[src/rtl/imem_line_fill.sv]
// imem_line_fill: single 4-word instruction line buffer, refilled one word
// at a time over a req/gnt/rvalid memory port.
module imem_line_fill #(
    parameter int ADDR_LEN   = 32,
    parameter int INSN_LEN   = 32,
    parameter int LINE_WORDS = 4
) (
    input  logic                           clk,
    input  logic                           reset,
    input  logic [ADDR_LEN-1:0]            pc,
    input  logic                           fetch_req,
    input  logic                           flush,
    input  logic                           invalidate,
    output logic [LINE_WORDS*INSN_LEN-1:0] idata,
    output logic                           idata_valid,
    output logic                           stall_if,
    output logic                           mem_req,
    output logic [ADDR_LEN-1:0]            mem_addr,
    input  logic                           mem_gnt,
    input  logic                           mem_rvalid,
    input  logic [INSN_LEN-1:0]            mem_rdata
);

    localparam int TAG_W = ADDR_LEN - 4;

    typedef enum logic [1:0] {
        IDLE,
        REQ,
        WAIT
    } state_t;

    state_t              state_q, state_d;
    logic [TAG_W-1:0]    tag_q, tag_d;
    logic [TAG_W-1:0]    fill_line_q, fill_line_d;
    logic                line_valid_q, line_valid_d;
    logic [1:0]          beat_q, beat_d;
    logic                abort_q, abort_d;
    logic                buf_we;
    logic                kill;
    logic [INSN_LEN-1:0] buf_q [LINE_WORDS];
    logic                unused_pc;

    assign unused_pc   = ^pc[3:0];
    assign kill        = flush | invalidate;
    assign idata_valid = line_valid_q && (tag_q == pc[ADDR_LEN-1:4]);
    assign stall_if    = fetch_req && !idata_valid;
    assign mem_req     = (state_q == REQ);
    assign mem_addr    = {fill_line_q, beat_q, 2'b00};

    always_comb begin
        for (int k = 0; k < LINE_WORDS; k++) begin
            idata[k*INSN_LEN +: INSN_LEN] = buf_q[k];
        end
    end

    always_comb begin
        state_d      = state_q;
        tag_d        = tag_q;
        fill_line_d  = fill_line_q;
        line_valid_d = line_valid_q;
        beat_d       = beat_q;
        abort_d      = abort_q;
        buf_we       = 1'b0;
        unique case (state_q)
            IDLE: begin
                if (fetch_req && !idata_valid && !kill) begin
                    fill_line_d  = pc[ADDR_LEN-1:4];
                    beat_d       = 2'd0;
                    line_valid_d = 1'b0;
                    state_d      = REQ;
                end
            end
            REQ: begin
                // An issued request cannot be withdrawn; remember to drop it.
                if (kill) begin
                    abort_d = 1'b1;
                end
                if (mem_gnt) begin
                    state_d = WAIT;
                end
            end
            WAIT: begin
                if (mem_rvalid) begin
                    if (abort_q || kill) begin
                        abort_d = 1'b0;
                        state_d = IDLE;
                    end else begin
                        buf_we = 1'b1;
                        if (beat_q == 2'd3) begin
                            tag_d        = fill_line_q;
                            line_valid_d = 1'b1;
                            state_d      = IDLE;
                        end else begin
                            beat_d  = beat_q + 2'd1;
                            state_d = REQ;
                        end
                    end
                end else if (kill) begin
                    abort_d = 1'b1;
                end
            end
            default: state_d = IDLE;
        endcase
        // fence.i beats a line that completes in the same cycle.
        if (invalidate) begin
            line_valid_d = 1'b0;
        end
    end

    always_ff @(posedge clk or negedge reset) begin
        if (!reset) begin
            state_q      <= IDLE;
            tag_q        <= '0;
            fill_line_q  <= '0;
            line_valid_q <= 1'b0;
            beat_q       <= 2'd0;
            abort_q      <= 1'b0;
            for (int k = 0; k < LINE_WORDS; k++) begin
                buf_q[k] <= '0;
            end
        end else begin
            state_q      <= state_d;
            tag_q        <= tag_d;
            fill_line_q  <= fill_line_d;
            line_valid_q <= line_valid_d;
            beat_q       <= beat_d;
            abort_q      <= abort_d;
            if (buf_we) begin
                buf_q[beat_q] <= mem_rdata;
            end
        end
    end

endmodule

[config.mk]
export PLATFORM = sky130hd
export DESIGN_NAME = imem_line_fill
export DESIGN_NICKNAME = d
export VERILOG_FILES = /design/src/rtl/imem_line_fill.sv
export SDC_FILE = /design/constraint.sdc
export NUM_CORES = 1
export LEC_CHECK = 0
export CORE_MARGIN = 2
export CORE_UTILIZATION = 47
export DETAILED_ROUTE_END_ITERATION = 10
export GPL_TIMING_DRIVEN = 0
export PLACE_DENSITY_LB_ADDON = 0.15
export SLEW_MARGIN = 20
export SYNTH_ARGS = -nofsm -noshare
export SYNTH_HDL_FRONTEND = slang
export SYNTH_SLANG_ARGS = --single-unit
[constraint.sdc]
create_clock -name clk -period 2.6 [get_ports clk]
set_clock_uncertainty 0.2 [all_clocks]
set_input_delay 0.39 -clock clk [delete_from_list [all_inputs] [get_ports clk]]
set_output_delay 0.39 -clock clk [all_outputs]
set_load 0.05 [all_outputs]
# Word-level counts from Yosys, hierarchy flattened
# Index checks and enable logic that the tools add are counted.
# W data, S select, Z words.
word_totals:
  register_bits: 190
  input_bits: 71
  out_inout_bits: 163
  word_cells: 74
classes:
  add_sub_neg: 1
  n_lt_le_gt_ge: 2
  eq_ne: 14
  n_mux: 27
  n_bitwise: 3
  n_reduce_logical: 17
ops:
  columns: ["operator", "n"]
  rows:
  - ["$bwmux W128", 1]
  - ["$demux W32 S2", 1]
  - ["$mux W32", 1]
  - ["$eq A28 B28 Y1", 1]
  - ["$ne A3 B3 Y1 const B", 5]
  - ["$mux W2", 7]
  - ["$mux W1", 13]
  - ["$reduce_and A5 Y1", 2]
  - ["$ne A2 B2 Y1 const B", 4]
  - ["$pmux W2 S3", 1]
  - ["$eq A2 B2 Y1 const B", 2]
  - ["$logic_and A1 B1 Y1", 4]
  - ["$pmux W1 S2", 2]
  - ["$pmux W2 S2", 1]
  - ["$reduce_and A2 Y1", 2]
  - ["$reduce_and A4 Y1", 1]
  - ["$reduce_bool A2 Y1", 2]
  - ["$ge A3 B3 Y1 const B", 1]
  - ["$lt A3 B1 Y1 const B", 1]
  - ["$not A2 Y3", 1]
  - ["$reduce_and A3 Y1", 1]
  - ["$reduce_bool A3 Y1", 1]
  - ["$add A2 B1 Y2 const B", 1]
  - ["$eq A2 B1 Y1 const B", 1]
  - ["other kinds (6)", 7]

# Depth between registers and ports, before layout
# Gate-level depths: netlist (run 1).
depth:
  depth_word: 8
  depth_mapped: 6
  ltp_nobuf: 5

# Worst setup path before layout (run 1)
# Ideal clock, no wire load.
synth_path:
  path_kind: "input -> output"
  start: "in pc[10]"
  end: "out stall_if"
  arrival_ns: 1.796
  t_required_ns: 2.010
  slack_ns: 0.214
  stages: 5
  n_path_buf: 0
  path_cell_list: "xnor2_1 nand4_1 nor4_2 and2_1 nor2b_1"
synth_via:
  elab_chain_len: 4
synth_lines:
  columns: ["item", "line_no", "rtl"]
  rows:
  - ["start: declaration", "10", "input logic [ADDR_LEN-1:0] pc,"]
  - ["$eq A28 B28 Y1", "45", "assign idata_valid = line_valid_q && (tag_q == pc[ADDR_LEN-1:4]);"]
  - ["$logic_and A1 B1 Y1", "45", null]
  - ["named net idata_valid", "15", "output logic idata_valid,"]
  - ["$logic_not A1 Y1", "46", "assign stall_if = fetch_req && !idata_valid;"]
  - ["$logic_and A1 B1 Y1", "46", null]
  - ["end: declaration", "16", "output logic stall_if,"]
# The timed path passes the listed nets, and every way through them passes these cells.

# Worst setup path in the final report (run 1)
layout_path:
  start: "in pc[22]"
  end: "out idata_valid"
layout_via:
  elab_chain_len: 2
layout_lines:
  columns: ["item", "line_no"]
  rows:
  - ["$eq A28 B28 Y1", "45"]
  - ["$logic_and A1 B1 Y1", "45"]
  - ["end: declaration", "15"]
# No other way between the ends.

==> results of run 1 <==
cells in the final DEF (no fill, tap or decap), types with 6 or more instances in the layout:
cell type and n:
clkdlybuf4s50_1 218, buf_2 16, mux2_4 26, xnor2_1 26, mux2_1 13, dfrtp_1 190
nand4_1 6, mux2_2 145, clkbuf_16 17
power by group:
group | internal, mW | switching (mW) | leakage (nW)
clock | 1.65 | 1.05 | 0.287
combinational | 0.922 | 1.47 | 2.29
sequential | 3.27 | 0.210 | 2.58
total | 5.85 | 2.73 | 5.16
sequential cells by signal, indices dropped and copies added, names as in the netlist:
signal        cells
abort_q           1
beat_q            2
fill_line_q      28
idata           128
line_valid_q      1
state_q           2
tag_q            28
critical path: cells and delay by family:
| kind | cells | cell delay, ns |
|---|---|---|
| xor gates and xnor gates | 1 | 0.13 |
| buffers and inverters | 2 | 0.70 |
| and+or+nand+nor | 3 | 0.76 |
timing repair:
action	4_1_cts	5_1_grt
setup endpoints to repair	2	3
hold buffers	1	0
endpoints found under the hold margin	86	0
pin swaps	4	7
resized for setup	19	6
setup buffers	0	2
cell families after synthesis:
logic type	count (synthesis)	synth area share [%]
DFF	190	62.5
buffers and inverters	24	1.84
adders and majority gates	4	0.658
xor gates and xnor gates	28	3.23
and+or+nand+nor	29	2.39
muxes	184	28.5
other	1	0.0493
AOI/OAI and AO/OA	9	0.773
metal layers:
layer  track usage [%]  up-vias  share of wire, %
met3              5.71       17               6.2
met1              26.5     2407                42
li1                  -     2148                 -
met2              35.0      145                50
met5                 0        -                 0
met4              6.34        0               1.4
final cells by class:
| type | instances | area (um2) |
|---|---|---|
| Fill cell | 1136 | 4960 |
| Sequential cell | 190 | 4750 |
| Multi-Input combinational cell | 256 | 2750 |
| Timing Repair Buffer | 231 | 2330 |
| Clock buffer | 21 | 460 |
| Tap cell | 216 | 270 |
| Clock inverter | 10 | 163 |
| Buffer | 21 | 129 |
| Inverter | 3 | 11.3 |
metrics by stage:
stage / setup WS, ns / total power, mW / TNS, ns
2_1_floorplan: 0.214 / 4.99 / 0
3_3_place_gp: -6.43 / 5.88 / -1219.88
3_5_place_dp: -0.655 / 5.93 / -1.97
4_1_cts: 0.00994 / 8.67 / 0
5_1_grt: -0.0321 / 8.90 / -0.0630
6_report: 0.0230 / 8.57 / 0
path summary, 6_finish.rpt:
path	start	to	slack (ns)	cells after the start
max in group asynchronous	reset	idata[90]$_DFFE_PN0P_	0.90	3
hold reg to reg	idata[114]$_DFFE_PN0P_	idata[114]$_DFFE_PN0P_	0.29	1
min in group asynchronous	reset	idata[51]$_DFFE_PN0P_	0.34	2
hold / removal	pc[15]	fill_line_q[11]$_DFFE_PN0P_	0.09	2
setup reg to reg	tag_q[11]$_DFFE_PN0P_	fill_line_q[0]$_DFFE_PN0P_	0.41	7
setup / recovery	pc[22]	idata_valid	0.02	6
==> impl_metrics.yaml, run 1 <==
cts:
  clk_transition_reported_paths_ns: 0.06
  cts_tree: "built"
  root_buffer_selected_by_cts: "clkbuf_16"
  cts.htree.levels: 4
  cts.sink_count: 190
  clockBufferDepth: 2
  cts-buffers-inserted: 17
  clock_insertion_delay_worst_skew_ns: 0.41
layout:
  postLayoutCoreUtil_pct: 68.7
  area_growth_pct: 43.0
  num_antenna_cells: 0
  design_area_mm2: 0.0109
  final_layout_size_suffix_gt1_share_pct: 32.5
  layoutNonFillerInstCount: 948
  finish.net_count: 795
yosys:
  synth_seq_cells: 190
  yosys_warnings: 0
  synth_common_cells: "dfrtp_1 (190), mux2_2 (145), xnor2_1 (28), mux2_4 (26), buf_2 (16)"
  synth_area_mm2: 0.00760
  proportion_of_netlist_area_held_by_the_largest_area_contributor_pct: 62.5
  synth-seq-area-share_pct: 62.5
  postSynthAreaPerCell_um2: 16.2
  ys_async_sr_fraction_pct: 100
  postSynthCellCount: 469
  synth.lib_cells_used.distinct: 29
  synth.area.top_cells: "dfrtp_1 (63%), mux2_2 (21%), mux2_4 (5.1%), xnor2_1 (3.2%), mux2_1 (1.9%)"
  yosysMostFrequentCell: "dfrtp_1"
  number_of_flops_mapped_to_enable_cells_by_yosys: 0
  synth_largest_area_cell: "dfrtp_1"
  synth_top_flop_cell: "dfrtp_1"
setup_path:
  start_kind: "primary input"
  worstSetupEndpointType: "output port"
  timing.critical_path.arrival_ns: 1.99
  crit_path_max_incr_delay_ns: 0.51
  timing.critical_path.slowest_stage_cell: "clkdlybuf4s50_1"
  worstPathCellList: "clkdlybuf4s50_1 -> xnor2_1 -> nand4_1 -> nor4_4 -> and2_4 -> buf_4"
  critical_path_peak_fanout: 2
  type_of_the_setup_path_with_the_least_slack: "primary input to output port"
  cp.required_ns: 2.01
sta:
  min_period_ns: 2.58
  rsz0062_at_grt: "true"
  period_share_pct: 99.1
  slew_violations: 0
  max-slew-margin-rel_pct: 56.3
  timing.fmax_ghz: 0.388
  finalHoldViolations: 0
  worst-slew-pin-transition_ns: 0.655
  hold_slack_ns: 0.0939
  report.final.setup_viol: 0
die:
  initial_core_utilization_pct: 48.0
  core_mm2: 0.0158
  die_height_um: 131
  die-width_um: 131
  dieArea_mm2: 0.0172
  io_pins: 234
  placement_rows: 46
pwr:
  power.ir.vdd_worst_v: 0.000439
  power.static_leakage_nw: 5.16
  power.density_cell_area_mw_per_mm2: 789
global_route:
  grt_first_pass_wirelength_mm: 28.3
  grt_usage_pct: 20.8
  antenna_found_initial: 0
  grt_start_max_net_pins: 105
  vias_in_the_first_global_route: 5152
  globalRoute.totalOverflow: 0
place:
  dp_hpwl_mm: 12.4
  gp_congestion: 0.763
  portBuffers: 227
  postPlaceCellArea_mm2: 0.0102
  placed_cells_incl_taps: 914
route:
  detailroute.via_count: 4717
  starting_drt_drc_count: 165
  post_drt_via_cell_ratio: 4.98
  length_of_the_first_detailed_routing_pass_in_iterations: 4
  routed_antenna_nets: 0
  route.final.wire_length_mm: 17.2
  detail_route.wl_per_cell_um: 18.1
  detail_route.drc_violations: 0
min_path:
  min_path_type: "primary input to register"
outcome:
  run_status: "finished clean"
job:
  drv.max_cap_violation_count: 0
Note: power is estimated with default switching activity, not from simulation.
==> inputs of run 2 (changes only) <==
Settings changed: SKIP_LAST_GASP set to 1, TNS_END_PERCENT set to 100.
==> run 2 against run 1 <==
Non-clock buffer count unchanged. Sequential power is essentially flat. Sequential cell count is the same. Wire length barely moved. Register-to-register slack barely moved. Clock-buffer cell count stayed put. Cell count did not move.
==> impl_metrics.yaml, run 2 (same netlist as run 1, synthesis figures left out) <==
cts:
  cts.sink_count: 190
  clockBufferDepth: 2
  clk_transition_reported_paths_ns: 0.06
  cts.htree.levels: 4
  cts_tree: "built"
  root_buffer_selected_by_cts: "clkbuf_16"
  clock_insertion_delay_worst_skew_ns: 0.41
  cts-buffers-inserted: 17
die:
  io_pins: 234
  dieArea_mm2: 0.0172
  placement_rows: 46
  die_height_um: 131
  core_mm2: 0.0158
  initial_core_utilization_pct: 48.0
  die-width_um: 131
layout:
  largest_register_ffs: 128
  design_area_mm2: 0.0109
  area_growth_pct: 42.9
  most_common_cell_after_layout_fill_and_taps_aside: "clkdlybuf4s50_1"
  final.fill_count: 1139
  finish.net_count: 795
  area.sequential_mm2: 0.00475
  final_layout_size_suffix_gt1_share_pct: 32.4
  num_antenna_cells: 0
  layoutNonFillerInstCount: 948
  layout.cells.most_common_list: "clkdlybuf4s50_1 (219), dfrtp_1 (190), mux2_2 (145)"
  multiInputGateArea_mm2: 0.00275
route:
  detail_route.drc_violations: 0
  length_of_the_first_detailed_routing_pass_in_iterations: 4
  post_drt_via_cell_ratio: 4.97
  detail_route.wl_per_cell_um: 18.1
  routed_antenna_nets: 0
  starting_drt_drc_count: 163
  route.final.wire_length_mm: 17.2
  detailroute.via_count: 4710
setup_path:
  type_of_the_setup_path_with_the_least_slack: "primary input to output port"
  timing.critical_path.arrival_ns: 1.99
  critical_path_peak_fanout: 2
  critical_path_cell_count: 7
  cp.required_ns: 2.01
  timing.critical_path.slowest_stage_cell: "clkdlybuf4s50_1"
  crit_path_max_incr_delay_ns: 0.51
  worstPathCellList: "clkdlybuf4s50_1 -> xnor2_1 -> nand4_1 -> nor4_4 -> and2_4 -> nor2b_1 -> buf_6"
  critical_path.n_buffers_inverters: 2
  start_kind: "primary input"
  worst_r2r_path_depth: 7
  critical-path-top-delay-family: "simple AND/OR/NAND/NOR gates"
  worstSetupEndpointType: "output port"
sta:
  worst-slew-pin-transition_ns: 0.654
  setup_total_negative_slack_ns: 0
  finalHoldViolations: 0
  period_share_pct: 99.3
  report.final.setup_viol: 0
  slew_violations: 0
  fin_ws_ns: 0.0184
  rsz0062_at_grt: "true"
  timing.fmax_ghz: 0.387
  min_period_ns: 2.58
  max-slew-margin-rel_pct: 56.4
place:
  placed_cells_incl_taps: 914
  dp_slack_ns: -0.655
  gp_congestion: 0.763
  postPlaceCellArea_mm2: 0.0102
  dp_hpwl_mm: 12.4
  portBuffers: 227
pwr:
  power.static_leakage_nw: 5.15
  power.sequential.fraction_pct: 40.6
  switching_share_pct: 31.8
  p_int_mw: 5.84
  power.density_cell_area_mw_per_mm2: 789
  power.ir.vdd_worst_v: 0.000439
  power.total_mw: 8.57
  pwr-share-comb_pct: 27.9
  share_clk_of_total_power_pct: 31.5
  p_switching_mw: 2.73
global_route:
  vias_in_the_first_global_route: 5152
  grt_first_pass_wirelength_mm: 28.3
  grt_start_max_net_pins: 105
  grt_usage_pct: 20.8
  globalRoute.totalOverflow: 0
  antenna_found_initial: 0
outcome:
  run_status: "finished clean"
min_path:
  min_path_type: "primary input to register"
  worstHoldPathCells: 2
job:
  drv.max_cap_violation_count: 0
## run 2: final cells by class
type | count | area share (%)
repair buffers | 231 | 21.4
clock inverters | 10 | 1.50
multi-input cells | 256 | 25.3
flip-flops and latches | 190 | 43.8
clock buffers | 21 | 4.24
plain buffers | 21 | 1.19
well taps | 216 | 2.49
inverters | 3 | 0.104
## run 2: per-stage QoR
stage	utilization (%)	hold slack, ns
global route	68.6	0.125
finish	68.6	0.131
CTS	68.4	0.171
detailed placement	64.3	0.230
floorplan	-	-0.106
global placement	64.1	0.274
## run 2: worst reg2reg max path, stage by stage (launching register included)
cell and delay (ns):
dfrtp_1 0.39, xnor2_1 0.19, nand4_1 0.19, nor4_4 0.35
buf_4 0.17, a21oi_2 0.09, buf_6 0.18, mux2_4 0.31
## run 2: per-layer routing
metal | global-route usage (%) | wire (um) | vias to the layer above
met1 | 26.5 | 7270 | 2396
met5 | 0 | 0 | -
li1 | - | - | 2148
met3 | 5.71 | 1090 | 19
met4 | 6.34 | 249 | 0
met2 | 35.0 | 8560 | 147
## run 2: what timing repair did
item                                    in CTS  in global routing
buffers inserted                             0                  2
pin swaps                                    4                  6
hold buffers                                 1                  0
endpoints found under the hold margin       86                  0
resized for setup                           19                  4
endpoints found under the setup margin       2                  3
## run 2: path summary, 6_finish.rpt
| path | start | end | slack [ns] |
|---|---|---|---|
| setup / recovery | pc[15] | stall_if | 0.02 |
| hold / removal | pc[28] | fill_line_q[24]$_DFFE_PN0P_ | 0.13 |
| setup reg to reg | tag_q[11]$_DFFE_PN0P_ | fill_line_q[0]$_DFFE_PN0P_ | 0.41 |
| hold reg to reg | idata[114]$_DFFE_PN0P_ | idata[114]$_DFFE_PN0P_ | 0.29 |
| max in group asynchronous | reset | idata[90]$_DFFE_PN0P_ | 0.91 |
| min in group asynchronous | reset | idata[51]$_DFFE_PN0P_ | 0.34 |
## run 2: power groups by stage
| stage | clock [mW] | sequential (mW) | combinational (mW) |
|---|---|---|---|
| 6_report | 2.70 | 3.48 | 2.39 |
| 2_1_floorplan | 0 | 4.56 | 0.434 |
| 5_1_grt | 2.90 | 3.52 | 2.48 |
| 3_3_place_gp | 0 | 3.51 | 2.37 |
| 3_5_place_dp | 0 | 3.53 | 2.40 |
| 4_1_cts | 2.77 | 3.48 | 2.41 |
